$ cat config.mk
export PLATFORM = sky130hd
export DESIGN_NAME = router_ctrl_fsm
export DESIGN_NICKNAME = d
export VERILOG_FILES = /design/src/rtl/router_ctrl_fsm.sv
export SDC_FILE = /design/constraint.sdc
export NUM_CORES = 1
export LEC_CHECK = 0
export ABC_CLOCK_PERIOD_IN_PS = 2500
export BUFFER_PORTS_ARGS = -buffer_cell sky130_fd_sc_hd__buf_2
export CAP_MARGIN = 30
export CORE_MARGIN = 3
export CORE_UTILIZATION = 56
export CTS_BUF_LIST = sky130_fd_sc_hd__clkbuf_2
export CTS_CLUSTER_DIAMETER = 60
export DETAILED_ROUTE_END_ITERATION = 10
export PLACE_DENSITY = 0.95
export SLEW_MARGIN = 0
export SYNTH_ARGS = -nofsm -noshare
export SYNTH_HDL_FRONTEND = slang
export SYNTH_SLANG_ARGS = --single-unit
$ cat constraint.sdc
create_clock -name clock -period 2.5 [get_ports clock]
set_input_delay 0.5 -clock clock [delete_from_list [all_inputs] [get_ports clock]]
set_output_delay 0.5 -clock clock [all_outputs]
set_load 0.005 [all_outputs]
$ cat src/rtl/router_ctrl_fsm.sv
// Control FSM of the 1x3 packet router: address decode, load sequencing, stalls.
// Optional ROUTER_FSM_STATE_OUT_EN exposes the current state encoding on state_out.
module router_ctrl_fsm (
  input  logic       clock,
  input  logic       resetn,
  input  logic       pkt_valid,
  input  logic       parity_done,
  input  logic [1:0] addr,
  input  logic       soft_reset_0,
  input  logic       soft_reset_1,
  input  logic       soft_reset_2,
  input  logic       fifo_full,
  input  logic       low_pkt_valid,
  input  logic       fifo_empty_0,
  input  logic       fifo_empty_1,
  input  logic       fifo_empty_2,
  output logic       busy,
  output logic       detect_add,
  output logic       lfd_state,
  output logic       ld_state,
  output logic       laf_state,
  output logic       full_state,
  output logic       write_enb_reg,
`ifdef ROUTER_FSM_STATE_OUT_EN
  output logic [2:0] state_out,
`endif
  output logic       rst_int_reg
);

  typedef enum logic [2:0] {
    DA  = 3'd0,
    LFD = 3'd1,
    LD  = 3'd2,
    LP  = 3'd3,
    CPE = 3'd4,
    FFS = 3'd5,
    LAF = 3'd6,
    WTE = 3'd7
  } state_t;

  state_t     r_state;
  state_t     w_next;
  logic [1:0] r_addr;
  logic       w_empty_in;
  logic       w_empty_lat;
  logic       w_soft;

  // DA decodes the live address; every other state uses the latched one.
  always_comb begin
    w_empty_in  = 1'b0;
    w_empty_lat = 1'b0;
    w_soft      = 1'b0;
    case (addr)
      2'd0:    w_empty_in = fifo_empty_0;
      2'd1:    w_empty_in = fifo_empty_1;
      2'd2:    w_empty_in = fifo_empty_2;
      default: w_empty_in = 1'b0;
    endcase
    case (r_addr)
      2'd0: begin
        w_empty_lat = fifo_empty_0;
        w_soft      = soft_reset_0;
      end
      2'd1: begin
        w_empty_lat = fifo_empty_1;
        w_soft      = soft_reset_1;
      end
      2'd2: begin
        w_empty_lat = fifo_empty_2;
        w_soft      = soft_reset_2;
      end
      default: begin
        w_empty_lat = 1'b0;
        w_soft      = 1'b0;
      end
    endcase
  end

  always_comb begin
    w_next = r_state;
    case (r_state)
      DA:
        if (pkt_valid && addr != 2'd3)
          w_next = w_empty_in ? LFD : WTE;
      LFD: w_next = LD;
      LD:
        if (fifo_full)
          w_next = FFS;
        else if (!pkt_valid)
          w_next = LP;
      FFS:
        if (!fifo_full)
          w_next = LAF;
      LAF:
        if (parity_done)
          w_next = DA;
        else if (low_pkt_valid)
          w_next = LP;
        else
          w_next = LD;
      LP:  w_next = CPE;
      CPE: w_next = fifo_full ? FFS : DA;
      WTE:
        if (w_empty_lat)
          w_next = LFD;
      default: w_next = DA;
    endcase
    if (r_state != DA && w_soft)
      w_next = DA;
  end

  // Outputs are registered from the next state so they track r_state exactly.
  always_ff @(posedge clock or posedge resetn) begin
    if (resetn) begin
      r_state       <= DA;
      r_addr        <= 2'd0;
      busy          <= 1'b0;
      detect_add    <= 1'b1;
      lfd_state     <= 1'b0;
      ld_state      <= 1'b0;
      laf_state     <= 1'b0;
      full_state    <= 1'b0;
      write_enb_reg <= 1'b0;
      rst_int_reg   <= 1'b0;
`ifdef ROUTER_FSM_STATE_OUT_EN
      state_out     <= 3'd0;
`endif
    end else begin
      r_state <= w_next;
      if (r_state == DA)
        r_addr <= addr;
      busy          <= !(w_next == DA || w_next == LD);
      detect_add    <= (w_next == DA);
      lfd_state     <= (w_next == LFD);
      ld_state      <= (w_next == LD);
      laf_state     <= (w_next == LAF);
      full_state    <= (w_next == FFS);
      write_enb_reg <= (w_next == LD || w_next == LAF || w_next == LP);
      rst_int_reg   <= (w_next == CPE);
`ifdef ROUTER_FSM_STATE_OUT_EN
      state_out     <= w_next;
`endif
    end
  end

endmodule

-- Word level (Yosys, flattened, before mapping)
Index checks and enable logic that the tools add are counted.
- reduce and logical (&&, ||, !) cells: 11
- eq/ne operators: 18
- multiplexer cells: 14
- operator list (operator ; number):
    3-bit 2-to-1 mux ; 8
    3-bit one-hot mux with 8 select lines ; 1
    3-bit == test, second input constant ; 7
    3-bit by 2-bit == test with 1-bit output, second input constant ; 4
    1-bit one-hot mux with 3 select lines ; 3
    3-bit by 1-bit == test with 1-bit output, second input constant ; 2
    3-bit zero test ; 2
    2-bit by 1-bit == test with 1-bit output, second input constant ; 2
    2-bit == test, second input constant ; 2
    2-bit zero test ; 2
    1-bit logical OR ; 3
    3-bit nonzero test ; 1
    1-bit logical AND ; 2
    2-bit 2-to-1 mux ; 1
    2-bit != test, second input constant ; 1
    1-bit zero test ; 1
    1-bit 2-to-1 mux ; 1
- flip-flop bits (word level): 13
- bits of input ports: 14
- logic and storage cells: 53

-- Depth between registers and ports, before layout
- depth in word-level cells: 9
- depth in mapped cells: 6

-- Worst setup path before layout
Ideal clock, no wire load.
- path type: reg2reg
- start point: register r_state[2]
- end point: register busy
- required time: 2376 ps
- path buffers: 1
- slack: 974 ps
- arrival time: 1402 ps
- library setup time: 124 ps
- stages on the path, launching flop included: 7
- clock period less this slack: 1526 ps
- cell sequence: dfrtp_1 buf_6 or3_4 o211ai_2 o21ai_2 and2_4 or2_1
- cells in the longest elaborated chain, start to end: 7
- ends and longest elaborated chain (element ; RTL line ; text):
    start, declared ; 41 ; state_t r_state;
    start signal, assigned ; 129 ; r_state <= w_next;
    3-bit 2-to-1 mux ; 89 ; else if (!pkt_valid)
    3-bit 2-to-1 mux ; 87 ; if (fifo_full)
    3-bit one-hot mux with 8 select lines ; 81 ; case (r_state)
    3-bit 2-to-1 mux * ; 108 ; if (r_state != DA && w_soft)
    named net w_next[2] ; 42 ; state_t w_next;
    3-bit by 2-bit == test with 1-bit output / 3-bit zero test (equally long branches) ; 132 ; busy <= !(w_next == DA || w_next == LD);
    1-bit logical OR * ; 132 ;
    1-bit zero test * ; 132 ;
    end signal, assigned ; 132 ;
    end, declared ; 17 ; output logic busy,
The timed path passes the listed nets; every way through them passes the cells marked *.
A chain may end at the register's enable or synchronous reset.

-- Final worst setup path
- start point: register r_state[1]
- end point: register busy
- RTL lines (element ; RTL line):
    3-bit == test, or another cell as far along ; 81
    3-bit one-hot mux with 8 select lines / 1-bit logical AND (equally long branches) ; 81, 108
    3-bit 2-to-1 mux * ; 108
    named net w_next[2] ; 42
    3-bit by 2-bit == test with 1-bit output / 3-bit zero test (equally long branches) ; 132
    1-bit logical OR * ; 132
    1-bit zero test * ; 132
Marked as above.

==> impl_metrics.csv <==
group,metric,value,unit
status,run_status,"finished clean",
cts,numCtsBuffers,3,
layout,largest_reg_flops,3,
synthesis,yosys_warnings,0,
synthesis,avgSynthCellArea,10.60,um2
layout,area_growth,16.69,%
floorplanning,core-area,0.001171,mm2
routing,wirelength,1.652,mm
synthesis,synth-compound-area-share,0.1636,
grt,antenna_found_initial,0,
grt,gr-total-overflow,0,
synthesis,synth_top_family_by_area,"simple AND/OR/NAND/NOR gates",
synthesis,synth_top_area_frac,0.4047,
setup_path,crit_path_end_kind,"flop",
grt,grt_pass1_wl,2.842,mm
synthesis,syn_area,742.0,um2
cts,cts_hold_buf,0,
place,io_buffers,21,
layout,finalNonFillerCells,107,
setup_path,crit_required,2.67,ns
power,power,1.116,mW
floorplanning,dieArea,0.001798,mm2
place,dp_hpwl,1.300,mm
place,gp_congestion,0.8420,
timing,period_minus_slack,1.699,ns
job,cap_viol_max_count,0,
setup_path,crit_type,"reg -> reg",
grt,grt_pass1_vias,639,
floorplanning,chipHeight,42.40,um
grt,grt.total_usage,0.2100,
cts,clkLatencyLatePin,0.27,ns
cts,cts_tree,"done",
cts,post-cts-setup-buffers,0,
timing,fin_setup_tns,0,ns
grt,grt_max_degree,14,
cts,clkTransAtPathRegs,0.12,ns
timing,fin_crit_sh,0.6796,
layout,drive_gt1_frac,0.4301,
setup_path,worst-r2r-setup-slack,0.80,ns
synthesis,synth.distinct_cells,37,
cts,cts_max_level,1,
timing,finalClockSkew,0.01644,ns
layout,largest-register,"r_state",
synthesis,synthArstFlopShare,1.000,
floorplanning,initial_core_util,0.6335,
routing,post_drt_wl_per_cell,15.44,um
place,pre_cts_ws,0.7809,ns
routing,avgViaCountPerCell,5.701,
layout,nNetsFinal,108,
synthesis,synth.mux.area_fraction,0.08432,
synthesis,synthCells,70,
synthesis,synth_fa_ha_area_frac,0.01518,
power,p_leak,0.4340,nW
timing,slew_headroom,0.6803,
timing,hold_ws,0.2203,ns
synthesis,syn-num-nets,84,
power,power.density,1288,mW/mm2
synthesis,synth-seq-area-share,0.4401,
cts,cts-root-buf,"clkbuf_2",
setup_path,worstPathArrival,1.87,ns
synthesis,synth_area_leaders,"dfrtp_1 40%, mux2i_1 5.4%, dfstp_2 3.5%, inv_1 3.0%, mux2_2 3.0%",
synthesis,synth_most_common_cell,"dfrtp_1",
floorplanning,die_x,42.40,um
synthesis,ys_ff_latch,13,
setup_path,critPathLaunchType,"flop",
synthesis,synth_simple_gate_area_frac,0.2361,
timing,timing.final.ws_setup,0.8010,ns
timing,fmax,0.5886,GHz
routing,ant_nets,0,
routing,first_pass_iters,4,
timing,setup_violations,0,
layout,top_regs,"r_state: 3 flops, r_addr: 2 flops",
timing,hold_violations,0,
timing,slew_viol_final,0,
setup_path,critPathMaxFanout,12,
setup_path,ff2ff_path_depth,5,
place,dpl.cell_count,103,
routing,drt_iter0_drc,21,
cts,clk_path_buf_depth,2,
timing,tightest_slew,0.4790,ns
routing,num_vias,610,
layout,antenna_cells,0,
synthesis,synth-xor-area-share,0,
floorplanning,io_pins,22,
timing,rsz0062_at_grt,"false",
cts,clock-sinks,13,
synthesis,synth_top_area_cell,"dfrtp_1",
floorplanning,num_rows,12,
synthesis,synth_edf_count,0,
routing,remaining_drc_errors,0,
synthesis,synth_flop_cell,"dfrtp_1",
cts,cts_resized,0,
hold_path,hp-class,"in -> async",
synthesis,synth_common_cells,"12 x dfrtp_1, 6 x inv_1",
power,max-vdd-ir-drop,0.6913,mV
## cell usage in the layout (no fill, tap or decap), types with 2 or more instances in the layout
cell and n:
a21oi_1 4, buf_2 21, clkbuf_2 4, dfrtp_1 12, inv_1 6, mux2_2 2, mux2i_1 4, nand2_1 3
nand3_1 4, nand3b_1 2, nor2_1 4, nor3_1 2
## layout make-up
type	instances	area (um2)
tap	14	17.52
clock buffer	4	20.02
timing repair buffer	21	105.1
inverter	7	26.28
sequential	13	326.6
fill	95	305.3
multi-input combinational	48	370.4
## kinds of logic after synthesis
group | after synthesis
AO/OA/AOI/OAI | 14
adder cells (fa/ha/maj) | 1
buffers and inverters | 9
flip-flops | 13
multiplexers | 6
AND/OR/NAND/NOR | 27
## metal layers
metal  up-vias  wire length [um]  global-route usage
li1        296                 -                   -
met1       276               622              0.2291
met2        28               833              0.3404
met3        10               101             0.07725
met4         0                94              0.1304
met5         -                 0                   0
## where the power goes
part           switching, mW  leakage (nW)  total, mW  internal (mW)
Sequential             0.106         0.164      0.415          0.310
Clock                 0.0623        0.0166      0.105         0.0425
Combinational          0.301         0.253      0.595          0.294
## final timing paths
check / start / end
min in group clock: addr[1] / r_addr[1]
min: resetn / rst_int_reg
max reg2reg: r_state[1] / busy
max in group asynchronous: resetn / detect_add
max: r_state[1] / busy
min reg2reg: r_addr[1] / r_addr[1]
## worst max-delay path, stage by stage, from the launching register on
cell	delay, ns
dfrtp_1	0.53
or3_4	0.47
o211ai_2	0.10
o21ai_2	0.14
and2_4	0.16
or2_1	0.20
## through the flow
| stage | utilization | area (um2) |
|---|---|---|
| final | 0.7393 | 865.8 |
| after detailed placement | 0.7222 | 845.8 |
| after CTS | 0.7393 | 865.8 |
| after global placement | 0.7222 | 845.8 |
| after floorplan | - | 742.0 |
| after global routing | 0.7393 | 865.8 |
(Power assumes the default switching activity.)
